File: config.mk
export PLATFORM = sky130hd
export DESIGN_NAME = bp_mem_arbiter
export DESIGN_NICKNAME = d
export VERILOG_FILES = /design/src/rtl/bp_mem_arbiter.sv
export SDC_FILE = /design/constraint.sdc
export NUM_CORES = 1
export LEC_CHECK = 0
export ABC_AREA = 1
export ABC_CLOCK_PERIOD_IN_PS = 1650
export BUFFER_PORTS_ARGS = -buffer_cell sky130_fd_sc_hd__clkbuf_2
export CORE_AREA = 2 2 155 157
export DETAILED_ROUTE_END_ITERATION = 16
export DIE_AREA = 0 0 157 159
export PLACE_DENSITY_LB_ADDON = 0.2
export SLEW_MARGIN = 20
export SYNTH_ARGS = -nofsm -noshare
export SYNTH_HDL_FRONTEND = slang
export SYNTH_SLANG_ARGS = --single-unit
File: constraint.sdc
create_clock -name clk_i -period 1.65 [get_ports clk_i]
set_input_delay 0.33 -clock clk_i [delete_from_list [all_inputs] [get_ports clk_i]]
set_output_delay 0.33 -clock clk_i [all_outputs]
set_load 0.02 [all_outputs]
File: src/rtl/bp_mem_arbiter.sv
// Round-robin arbiter sharing one memory port between the fetch (I) and
// load/store (D) miss paths, with a single outstanding transaction.
module bp_mem_arbiter #(
  parameter int paddr_width_p = 22,
  parameter int data_width_p  = 64
) (
  input  logic                     clk_i,
  input  logic                     reset_i,
  input  logic                     i_req_v_i,
  input  logic [paddr_width_p-1:0] i_req_addr_i,
  output logic                     i_req_ready_o,
  input  logic                     d_req_v_i,
  input  logic                     d_req_we_i,
  input  logic [paddr_width_p-1:0] d_req_addr_i,
  input  logic [data_width_p-1:0]  d_req_data_i,
  output logic                     d_req_ready_o,
  output logic                     mem_req_v_o,
  output logic                     mem_req_we_o,
  output logic [paddr_width_p-1:0] mem_req_addr_o,
  output logic [data_width_p-1:0]  mem_req_data_o,
  input  logic                     mem_req_ready_i,
  input  logic                     mem_resp_v_i,
  input  logic [data_width_p-1:0]  mem_resp_data_i,
  output logic                     i_resp_v_o,
  output logic [data_width_p-1:0]  i_resp_data_o,
  output logic                     d_resp_v_o,
  output logic [data_width_p-1:0]  d_resp_data_o
);

  typedef enum logic [1:0] {S_IDLE, S_ISSUE, S_WAIT} state_e;
  typedef enum logic {GNT_I = 1'b0, GNT_D = 1'b1} grant_e;

  state_e                   r_state;
  grant_e                   r_grant;
  grant_e                   r_last_grant;
  logic                     r_we;
  logic [paddr_width_p-1:0] r_addr;
  logic [data_width_p-1:0]  r_data;

  logic w_idle;
  logic w_win_i;
  logic w_win_d;
  logic w_resp;

  // I wins a tie only when D was served last, so a held requester cannot starve the other.
  assign w_idle  = (r_state == S_IDLE) & ~reset_i;
  assign w_win_i = i_req_v_i & (~d_req_v_i | (r_last_grant == GNT_D));
  assign w_win_d = d_req_v_i & ~w_win_i;

  assign i_req_ready_o = w_idle & w_win_i;
  assign d_req_ready_o = w_idle & w_win_d;

  assign mem_req_v_o    = (r_state == S_ISSUE);
  assign mem_req_we_o   = r_we;
  assign mem_req_addr_o = r_addr;
  assign mem_req_data_o = r_data;

  // Responses arriving outside WAIT, or while reset abandons the transaction, are dropped.
  assign w_resp        = (r_state == S_WAIT) & mem_resp_v_i & ~reset_i;
  assign i_resp_v_o    = w_resp & (r_grant == GNT_I);
  assign d_resp_v_o    = w_resp & (r_grant == GNT_D);
  assign i_resp_data_o = mem_resp_data_i;
  assign d_resp_data_o = mem_resp_data_i;

  // NOTE: sequential state uses non-blocking assignments so every register
  // samples pre-edge values regardless of statement order.
  always_ff @(posedge clk_i) begin
    if (reset_i) begin
      r_state      <= S_IDLE;
      r_grant      <= GNT_I;
      r_last_grant <= GNT_D;
      // NOTE: the request buffer is reset because it drives the memory
      // address/data outputs directly and they must read zero out of reset.
      r_we         <= 1'b0;
      r_addr       <= '0;
      r_data       <= '0;
    end else begin
      unique case (r_state)
        S_IDLE: begin
          if (i_req_ready_o) begin
            r_we         <= 1'b0;
            r_addr       <= i_req_addr_i;
            r_data       <= '0;
            r_grant      <= GNT_I;
            r_last_grant <= GNT_I;
            r_state      <= S_ISSUE;
          end else if (d_req_ready_o) begin
            r_we         <= d_req_we_i;
            r_addr       <= d_req_addr_i;
            r_data       <= d_req_we_i ? d_req_data_i : '0;
            r_grant      <= GNT_D;
            r_last_grant <= GNT_D;
            r_state      <= S_ISSUE;
          end
        end
        S_ISSUE: begin
          if (mem_req_ready_i) r_state <= S_WAIT;
        end
        S_WAIT: begin
          if (mem_resp_v_i) r_state <= S_IDLE;
        end
        default: r_state <= S_IDLE;
      endcase
    end
  end

endmodule

==> impl_metrics.yaml <==
worst_hold_path:
  hp-class: "primary input to flip-flop"
power:
  switching_share_pct: 31.6
  p_sw_mw: 1.88
  power_frac_seq_pct: 40.3
  p_int_mw: 4.09
  p_leak_nw: 3.21
  p_comb_share_pct: 23.7
  clkPwrFrac_pct: 36.1
  peakVddDrop_uv: 363
  power_density_mw_per_mm2: 961
synth:
  yosysWarnings: 0
  avgSynthCellArea_um2: 6.92
  ys_ff_latch: 91
  synth-seq-area-share_pct: 33.6
  synth_cells: 784
  synth_cell_types: 22
  netlist_area_mm2: 0.00542
  syn-num-nets: 963
route:
  num_vias: 4911
  ant_nets: 0
  dr.pass1.iters: 5
  wirelength_um: 16300
  drt_iter0_drc: 222
  vias_per_cell: 4.22
  post_drt_wl_per_cell_um: 14.0
  drc: 0
final_layout:
  postLayoutCellArea_mm2: 0.00621
  diodes: 0
  drive_above_1_share_pct: 31.5
  post-route-util_pct: 26.8
  final_nets: 1019
  syn2layout_area_growth_pct: 14.6
global_routing:
  antenna_found_initial: 1
  gr-total-overflow: 0
  grt_start_max_net_pins: 66
  grt_pass1_vias: 4649
  grt_pass1_wl_um: 25400
  track_usage_pct: 12.9
setup_path:
  worstSetupPathType: "flip-flop to primary output"
  path_delay_family: "flip-flops"
  cp_max_fo: 3
  crit_required_ns: 1.32
  crit_path_end_kind: "primary output"
  slowest_delay_ns: 0.38
  setup.worst_path.start_class: "flip-flop"
  path_cells: "inv_2 -> a21boi_2 -> nor2_4 -> buf_8"
  cp.arrival_ns: 1.26
  critPathBufInv: 2
  cp_slowest_cell: "dfxtp_1"
die:
  dieArea_mm2: 0.0250
  row_count: 56
  die_h_um: 159
  io_pins: 399
  core-area_mm2: 0.0232
  start_util_pct: 23.4
  die_w_um: 157
outcome:
  status: "complete, no violations"
timing:
  fmax_ghz: 0.627
  slew_viol_final: 0
  finalCriticalPeriod_ns: 1.59
  setup_viol: 0
  period_share_pct: 96.7
  rsz0062_at_grt: "true"
  worst_pin_slew_ns: 0.486
  fin_setup_tns_ns: 0
  hold_violations: 0
  clock_skew_ns: 0.00553
  relSlewSlack_pct: 67.6
  fin_ws_ns: 0.0552
clocking:
  cts_root_buf: "clkbuf_16"
  numCtsBuffers: 9
  clock-sinks: 91
  h-tree-depth: 3
  cts.path.max_buffers: 2
  clkLatencyLatePin_ns: 0.34
  clk_pin_slew_ns: 0.07
  cts_tree: "done"
run:
  drv_cap: 0
placement:
  placed_area_mm2: 0.00584
  gp_congestion: 0.706
  dp_hpwl_um: 11700
  numPortBuffers: 206
  pre_cts_ws_ns: 0.119
-- cell type report --
class / count / area (um^2)
inverters: 71 / 269
clock buffers: 10 / 239
well taps: 319 / 399
repair buffers: 231 / 1340
fillers: 2671 / 17000
clock inverters: 6 / 63.8
multi-input cells: 436 / 2080
flip-flops and latches: 91 / 1820
-- routing by layer --
metal	GRT usage [%]	wire length [um]	share of wire, %	vias up
li1	-	-	-	2475
met1	16.1	7090	44	2179
met2	20.2	7320	45	205
met3	3.89	1380	8.5	50
met4	6.26	468	2.9	2
met5	0	13	0.080	-
-- flip-flops by register name, summed over array words and instances, names as in the netlist --
signal          flops
r_last_grant        1
mem_req_addr_o     22
r_grant             1
mem_req_data_o     64
r_state             2
mem_req_we_o        1
-- final timing paths --
kind / start / endpoint / slack, ns / cells after the start
max reg2reg: r_state[1] / mem_req_addr_o[8] / 0.18 / 10
min reg2reg: mem_req_data_o[53] / mem_req_data_o[53] / 0.48 / 2
max: r_last_grant / d_req_ready_o / 0.06 / 4
min: mem_req_ready_i / r_state[1] / 0.23 / 3
-- power by group through the flow --
stage	Clock [mW]	Combinational [mW]	Sequential (mW)
final	2.15	1.41	2.41
after detailed placement	0	1.40	2.45
after global routing	2.36	1.58	2.42
after floorplan	0	1.20	2.59
after CTS	2.28	1.43	2.40
after global placement	0	1.41	2.46
-- synthesized netlist by cell type (all sizes together) --
library cell | count | area share (%)
o21ai | 2 | 0.18
buf | 169 | 22
nand3 | 153 | 14
nand2 | 136 | 9.5
nand4 | 1 | 0.12
a211oi | 1 | 0.23
clkbuf | 17 | 1.2
nor2 | 52 | 4.0
a21oi | 66 | 6.1
nand3b | 24 | 3.3
a21boi | 1 | 0.21
inv | 71 | 4.9
dfxtp | 91 | 34
-- cells by family after synthesis --
logic type             after synthesis  share of synthesized area [%]
AOI/OAI and AO/OA                   70                           6.71
DFF                                 91                           33.6
and+or+nand+nor                    366                           31.3
buffers and inverters              257                           28.4
-- what timing repair did --
action,in CTS,in global routing
resized for setup,5,7
setup buffers,5,0
hold buffers,0,0
setup endpoints to repair,2,5
pin swaps,4,2
-- cell usage in the layout (no fill, tap or decap), drive strengths merged, types with 2 or more instances in the layout --
cell | Yosys | routed
o21ai | 2 | 2
clkinvlp | 0 | 2
buf | 169 | 27
nand3b | 24 | 24
nand2 | 136 | 136
a21oi | 66 | 66
nor2 | 52 | 52
clkinv | 0 | 2
dfxtp | 91 | 91
nand3 | 153 | 153
inv | 71 | 72
clkbuf | 17 | 214
-- stage by stage --
stage | hold slack (ns) | total power, mW | cells
floorplan | 0.472 | 3.79 | 784
detailed placement | 0.471 | 3.85 | 1143
CTS | 0.200 | 6.12 | 1164
finish | 0.225 | 5.97 | 1164
global placement | 0.470 | 3.87 | 1143
global route | 0.228 | 6.36 | 1164
-- worst reg2reg max path: cells and delay by family (launching register included) --
family / cells / cell delay, ns
buffers and inverters: 3 / 0.48
AND/OR/NAND/NOR: 7 / 0.58
flip-flops: 1 / 0.32
(Power assumes the default switching activity.)
